`src/rtl/aes_subbytes_iter.sv`:
```
// aes_subbytes_iter: iterative AES SubBytes / InvSubBytes engine.
// Each SUB cycle substitutes LANES bytes of the 16-byte state, so a block
// takes 16/LANES cycles from accept to result.
//
// Ports:
//   CLK, RST      clock, synchronous active-high reset
//   in_valid      input block offered
//   in_ready      block can be accepted this cycle (combinational)
//   in_state      128-bit AES state, byte i = in_state[127-8i -: 8], i = 4*col+row
//   in_encrypt    1 = forward S-box, 0 = inverse S-box (sampled on accept)
//   out_valid     out_state holds a finished result
//   out_ready     consumer takes the result
//   out_state     registered result, same byte order as in_state
//   busy          high while the FSM is in SUB
//
// Optional feature: define SUBBYTES_SHIFTROWS_EN to fold ShiftRows
// (encrypt) / InvShiftRows (decrypt) into the result with no added latency.

// Combined forward/inverse S-box: shared GF(2^8) inverter (x^254) with the
// affine transform after it (forward) or its inverse before it (inverse).
module bsbox (
    input  logic [7:0] din,
    input  logic       encrypt,
    output logic [7:0] dout
);

    function automatic logic [7:0] gf_mul(input logic [7:0] a, input logic [7:0] b);
        logic [7:0] p;
        logic [7:0] aa;
        p  = 8'h00;
        aa = a;
        for (int i = 0; i < 8; i++) begin
            if (b[i]) p = p ^ aa;
            aa = {aa[6:0], 1'b0} ^ (aa[7] ? 8'h1b : 8'h00);
        end
        return p;
    endfunction

    function automatic logic [7:0] rotl(input logic [7:0] x, input int n);
        logic [7:0] y;
        y = x;
        for (int i = 0; i < n; i++) y = {y[6:0], y[7]};
        return y;
    endfunction

    function automatic logic [7:0] fwd_affine(input logic [7:0] b);
        return b ^ rotl(b, 1) ^ rotl(b, 2) ^ rotl(b, 3) ^ rotl(b, 4) ^ 8'h63;
    endfunction

    function automatic logic [7:0] inv_affine(input logic [7:0] s);
        return rotl(s, 1) ^ rotl(s, 3) ^ rotl(s, 6) ^ 8'h05;
    endfunction

    logic [7:0] inv_in;
    logic [7:0] x2, x3, x6, x12, x14, x15, x240, inv;

    // x^254 = x^-1 in GF(2^8); maps 0 to 0 as AES requires
    always_comb begin
        inv_in = encrypt ? din : inv_affine(din);
        x2     = gf_mul(inv_in, inv_in);
        x3     = gf_mul(x2, inv_in);
        x6     = gf_mul(x3, x3);
        x12    = gf_mul(x6, x6);
        x14    = gf_mul(x12, x2);
        x15    = gf_mul(x12, x3);
        x240   = gf_mul(x15, x15);
        x240   = gf_mul(x240, x240);
        x240   = gf_mul(x240, x240);
        x240   = gf_mul(x240, x240);
        inv    = gf_mul(x240, x14);
        dout   = encrypt ? fwd_affine(inv) : inv;
    end

endmodule

module aes_subbytes_iter #(
    parameter int unsigned LANES = 4
) (
    input  logic         CLK,
    input  logic         RST,
    input  logic         in_valid,
    output logic         in_ready,
    input  logic [127:0] in_state,
    input  logic         in_encrypt,
    output logic         out_valid,
    input  logic         out_ready,
    output logic [127:0] out_state,
    output logic         busy
);

    localparam int unsigned NBYTES   = 16;
    localparam int unsigned STEPS    = NBYTES / LANES;
    localparam logic [3:0]  CTR_LAST = 4'(STEPS - 1);

    if (!(LANES == 1 || LANES == 2 || LANES == 4 || LANES == 16)) begin : g_bad_lanes
        $error("aes_subbytes_iter: LANES must be 1, 2, 4 or 16");
    end

    typedef enum logic [1:0] {IDLE, SUB, DONE} state_t;

    state_t       state, state_next;
    logic [3:0]   ctr, ctr_next;
    logic [7:0]   work      [NBYTES];
    logic [7:0]   work_next [NBYTES];
    logic [7:0]   work_sub  [NBYTES];
    logic [127:0] sub_flat;
    logic         mode, mode_next;
    logic [127:0] out_state_next;
    logic         out_valid_next;
    logic         busy_next;
    logic         accept;
    logic [7:0]   sub_in  [LANES];
    logic [7:0]   sub_out [LANES];

    // ShiftRows: out(r,c)=in(r,c+r); InvShiftRows: out(r,c)=in(r,c-r), mod 4
    function automatic logic [127:0] shift_rows(input logic [127:0] x, input logic enc);
        logic [127:0] y;
        int           src;
        y = '0;
        for (int c = 0; c < 4; c++) begin
            for (int r = 0; r < 4; r++) begin
                src = enc ? (4 * ((c + r) & 3) + r) : (4 * ((c - r) & 3) + r);
                y[7'(127 - 8 * (4 * c + r)) -: 8] = x[7'(127 - 8 * src) -: 8];
            end
        end
        return y;
    endfunction

    assign in_ready = !RST && ((state == IDLE) || ((state == DONE) && out_ready));
    assign accept   = in_valid && in_ready;

    // One S-box per lane, fed from the byte group selected by ctr
    for (genvar g = 0; g < LANES; g++) begin : g_lane
        assign sub_in[g] = work[4'(int'(ctr) * int'(LANES) + g)];
        bsbox u_sbox (
            .din     (sub_in[g]),
            .encrypt (mode),
            .dout    (sub_out[g])
        );
    end

    // Working state with the current byte group substituted
    always_comb begin
        work_sub = work;
        for (int l = 0; l < int'(LANES); l++) begin
            work_sub[4'(int'(ctr) * int'(LANES) + l)] = sub_out[l];
        end
        sub_flat = '0;
        for (int i = 0; i < 16; i++) begin
            sub_flat[7'(127 - 8 * i) -: 8] = work_sub[i];
        end
    end

    // Next-state and output logic
    always_comb begin
        state_next     = state;
        ctr_next       = ctr;
        work_next      = work;
        mode_next      = mode;
        out_state_next = out_state;
        out_valid_next = out_valid;
        busy_next      = 1'b0;

        case (state)
            IDLE: ;
            SUB: begin
                work_next = work_sub;
                if (ctr == CTR_LAST) begin
                    ctr_next       = 4'd0;
                    state_next     = DONE;
                    out_valid_next = 1'b1;
`ifdef SUBBYTES_SHIFTROWS_EN
                    out_state_next = shift_rows(sub_flat, mode);
`else
                    out_state_next = sub_flat;
`endif
                end else begin
                    ctr_next = ctr + 4'd1;
                end
            end
            DONE: begin
                if (out_ready) begin
                    out_valid_next = 1'b0;
                    state_next     = IDLE;
                end
            end
            default: state_next = IDLE;
        endcase

        // Accept from IDLE, or from DONE on the same edge the result leaves
        if (accept) begin
            for (int i = 0; i < 16; i++) begin
                work_next[i] = in_state[7'(127 - 8 * i) -: 8];
            end
            mode_next  = in_encrypt;
            ctr_next   = 4'd0;
            state_next = SUB;
        end

        busy_next = (state_next == SUB);
    end

    // State register
    always_ff @(posedge CLK) begin
        if (RST) begin
            state     <= IDLE;
            ctr       <= 4'd0;
            mode      <= 1'b1;
            out_state <= '0;
            out_valid <= 1'b0;
            busy      <= 1'b0;
            for (int i = 0; i < 16; i++) work[i] <= 8'h00;
        end else begin
            state     <= state_next;
            ctr       <= ctr_next;
            mode      <= mode_next;
            out_state <= out_state_next;
            out_valid <= out_valid_next;
            busy      <= busy_next;
            work      <= work_next;
        end
    end

    // The test SUBBYTES_SHIFTROWS_EN-off build leaves shift_rows unused by design
    logic unused_sr;
    assign unused_sr = ^shift_rows(128'h0, 1'b0);

endmodule
```
`config.mk`:
```
export PLATFORM = sky130hd
export DESIGN_NAME = aes_subbytes_iter
export DESIGN_NICKNAME = d
export VERILOG_FILES = /design/src/rtl/aes_subbytes_iter.sv
export SDC_FILE = /design/constraint.sdc
export NUM_CORES = 2
export LEC_CHECK = 0
export ABC_CLOCK_PERIOD_IN_PS = 28000
export CELL_PAD_IN_SITES_DETAIL_PLACEMENT = 0
export CELL_PAD_IN_SITES_GLOBAL_PLACEMENT = 1
export CORE_ASPECT_RATIO = 0.8
export CORE_MARGIN = 4
export CORE_UTILIZATION = 30
export CTS_CLUSTER_SIZE = 40
export DETAILED_ROUTE_END_ITERATION = 6
export GPL_TIMING_DRIVEN = 0
export PLACE_DENSITY = 0.64
export SLEW_MARGIN = 20
export SYNTH_ARGS = -nofsm -noshare
export SYNTH_HDL_FRONTEND = slang
export SYNTH_SLANG_ARGS = --single-unit
```
`constraint.sdc`:
```
create_clock -name CLK -period 28 [get_ports CLK]
set_input_delay 5.6 -clock CLK [delete_from_list [all_inputs] [get_ports CLK]]
set_output_delay 5.6 -clock CLK [all_outputs]
set_load 0.01 [all_outputs]
```
==> impl_metrics.prom <==
# TYPE chip_impl_metric gauge
chip_impl_info{name="start_point_of_the_worst_min_delay_path",value="work[116]"} 1
chip_impl_metric{name="max_slew_margin",unit=""} 0.218
chip_impl_metric{name="fraction_of_layout_cells_with_a_size_suffix_above_1",unit=""} 0.0854
chip_impl_info{name="postSynth.topFlopCell",value="dfxtp_1"} 1
chip_impl_metric{name="finalCriticalPeriod",unit="ns"} 25.86
chip_impl_metric{name="drtIter0Drc",unit=""} 5228
chip_impl_info{name="crit_path_end_kind",value="flip-flop"} 1
chip_impl_metric{name="clock-sinks",unit=""} 201
chip_impl_info{name="worstReg2RegStart",value="ctr[1]"} 1
chip_impl_metric{name="fillerInstances",unit=""} 18600
chip_impl_metric{name="yosys.area.top_type_share",unit=""} 0.208
chip_impl_metric{name="critPathMaxFanout",unit=""} 10
chip_impl_metric{name="avgViaCountPerCell",unit=""} 5.31
chip_impl_metric{name="detail-route-antenna-nets",unit=""} 0
chip_impl_metric{name="post_synth_instance_area",unit="um2"} 53200
chip_impl_info{name="crit_path_frequent_cell",value="xnor2_1"} 1
chip_impl_metric{name="core.rowCount",unit=""} 137
chip_impl_metric{name="cts_buffer_depth",unit=""} 3
chip_impl_metric{name="routedWlPerCell",unit="um"} 21.0
chip_impl_info{name="outcome",value="complete, but fails checks"} 1
chip_impl_metric{name="hpwl",unit="mm"} 156
chip_impl_metric{name="core-area",unit="um2"} 175000
chip_impl_metric{name="cts.reportedPaths.clkPinSlew",unit="ns"} 0.06
chip_impl_metric{name="dr.pass1.iters",unit=""} 7
chip_impl_metric{name="achievable-frequency",unit="GHz"} 0.0387
chip_impl_metric{name="synth.yosys.seq_area_share",unit=""} 0.0756
chip_impl_metric{name="cts.htree.levels",unit=""} 1
chip_impl_metric{name="synthArstFlopShare",unit=""} 0
chip_impl_metric{name="routed_wl",unit="mm"} 198
chip_impl_metric{name="die-area",unit="um2"} 184000
chip_impl_metric{name="required",unit="ns"} 28.38
chip_impl_info{name="synth.top_cells.by_count",value="xnor2_1 (1262), nor2_1 (841), nand2_1 (731)"} 1
chip_impl_metric{name="die_span_in_x",unit="um"} 479
chip_impl_metric{name="synthesis.instances",unit=""} 6809
chip_impl_metric{name="initial_antenna_violation_count",unit=""} 26
chip_impl_info{name="violations",value="design-rule violations"} 1
chip_impl_metric{name="post_cts_buffers",unit=""} 0
chip_impl_info{name="setup.worst_path.start_class",value="flip-flop"} 1
chip_impl_info{name="grt_setup_unrepaired",value="no"} 1
chip_impl_metric{name="design.final.nets",unit=""} 7199
chip_impl_metric{name="syn_area_per_cell",unit="um2"} 7.82
chip_impl_info{name="synthDominantAreaCellType",value="xnor2_1"} 1
chip_impl_metric{name="gpl.final_weighted_congestion",unit=""} 0.925
chip_impl_info{name="synth_most_common_cell",value="xnor2_1"} 1
chip_impl_metric{name="yosysWarningCount",unit=""} 0
chip_impl_info{name="ctsRootBufferMaster",value="clkbuf_16"} 1
chip_impl_info{name="holdCritPathClass",value="flip-flop to flip-flop"} 1
chip_impl_info{name="worst_path_max_delay_cell",value="xor2_1"} 1
chip_impl_info{name="cp-startpoint",value="ctr[1]"} 1
chip_impl_metric{name="global_route_wire_length_before_repair",unit="mm"} 298
chip_impl_metric{name="die-height",unit="um"} 385
chip_impl_metric{name="fin_setup_tns",unit="ns"} 0
chip_impl_metric{name="cts_bufs_inserted",unit=""} 25
chip_impl_metric{name="globalRouteTotalUtil",unit=""} 0.204
chip_impl_metric{name="grt_start_max_net_pins",unit=""} 13
chip_impl_metric{name="clk_latency",unit="ns"} 0.54
chip_impl_info{name="criticalPathCategory",value="flip-flop to flip-flop"} 1
chip_impl_metric{name="finalClockSkew",unit="ns"} 0.0196
chip_impl_metric{name="effective_utilization_at_floorplan",unit=""} 0.303
chip_impl_metric{name="postSynthRegisterBits",unit=""} 201
chip_impl_metric{name="setup_viol_count_final",unit=""} 0
chip_impl_info{name="cts_tree",value="done"} 1
chip_impl_metric{name="max_slew.worst_pin.slew",unit="ns"} 1.17
chip_impl_metric{name="top_level_ports",unit=""} 264
chip_impl_metric{name="vias",unit=""} 50100
chip_impl_metric{name="worst_path_largest_cell_delay",unit="ns"} 0.71
chip_impl_metric{name="period_share",unit=""} 0.924
chip_impl_metric{name="grt_pass1_vias",unit=""} 46300
chip_impl_metric{name="dr_drc_count",unit=""} 2
chip_impl_metric{name="hold_viol",unit=""} 0
chip_impl_metric{name="synth_edf_count",unit=""} 0
chip_impl_metric{name="area_delta_synth_final",unit="%"} 10.4
chip_impl_metric{name="slew_viol_final",unit=""} 0
chip_impl_metric{name="yosysUniqueCellTypes",unit=""} 138
chip_impl_metric{name="cp.arrival",unit="ns"} 26.24
chip_impl_metric{name="gr-total-overflow",unit=""} 0
chip_impl_metric{name="drv.max_cap_violation_count",unit=""} 0
chip_impl_metric{name="buffer_ports.inserted",unit=""} 135
chip_impl_info{name="synth.area.top_cells",value="xnor2_1 (21%), xnor3_1 (11%), dfxtp_1 (7.6%)"} 1
-- cells by family after synthesis --
kind of cell / share of synthesized area
AOI/OAI and AO/OA: 0.177
xor gates and xnor gates: 0.432
adders and majority gates: 0.00790
buffers and inverters: 0.0606
DFF: 0.0756
muxes: 0.0639
other: 0.0000705
and+or+nand+nor: 0.183
-- critical path, delay by kind of cell, from the launching register on --
kind / cells / cell delay [ns]
xor+xnor: 26 / 9.87
buf+inv: 18 / 6.10
fa+ha+maj: 7 / 2.62
compound gates: 9 / 2.55
simple gates: 15 / 2.51
mux: 4 / 1.37
flops: 1 / 0.63
-- metal layers --
metal / part of all wire / track usage / up-vias
li1: - / - / 23900
met1: 0.47 / 0.300 / 24200
met2: 0.44 / 0.312 / 1724
met3: 0.065 / 0.0225 / 180
met4: 0.029 / 0.0589 / 2
met5: 0.000035 / 0 / -
-- placed cells by master (no fill, tap or decap), types with 135 or more instances in the layout --
master	instances
clkbuf_1	229
xnor2_1	1253
nor2_1	840
clkdlybuf4s50_1	135
o21ai_0	248
xnor3_1	255
a21oi_1	356
mux2i_1	200
xor2_1	347
nand3_1	166
dfxtp_1	201
nand2_1	731
-- what timing repair did --
item / in CTS / in global routing
hold buffers: 0 / 0
resized for setup: 0 / 4
setup endpoints to repair: 0 / 44
-- final timing paths --
path                to  slack (ns)  cells past startpoint
min          work[116]        0.45                      2
max           work[20]        2.14                     79
min reg2reg  work[116]        0.45                      2
max reg2reg   work[20]        2.14                     79
-- registers in the layout, summed over array words and instances (netlist names) --
register   flops
mode           1
out_valid      1
out_state     64
state          2
work         128
busy           1
ctr            4
-- final cells by class --
class / instances / area [um2] / area share
repair buffers: 135 / 1350 / 0.0230
inverters: 139 / 527 / 0.00897
clock buffers: 36 / 747 / 0.0127
well taps: 2363 / 2960 / 0.0503
diodes: 17 / 42.5 / 0.000724
flip-flops and latches: 201 / 4020 / 0.0685
multi-input cells: 6032 / 46300 / 0.788
plain buffers: 500 / 2700 / 0.0459
clock inverters: 9 / 124 / 0.00211
-- per-stage QoR --
| step | hold WS (ns) | area (um2) | std cells | util | setup slack (ns) |
|---|---|---|---|---|---|
| 2_1_floorplan | 0.420 | 53500 | 6872 | - | 7.83 |
| 6_report | 0.452 | 58800 | 9432 | 0.335 | 2.14 |
| 5_1_grt | 0.485 | 58700 | 9431 | 0.335 | 0.237 |
| 4_1_cts | 0.456 | 58700 | 9415 | 0.335 | 1.98 |
| 3_3_place_gp | 0.428 | 57800 | 9370 | 0.329 | 2.08 |
| 3_5_place_dp | 0.443 | 57800 | 9370 | 0.330 | 2.10 |
Power is not shown: default switching activity piles up to over one toggle a cycle in this logic, so the estimate is an artifact.
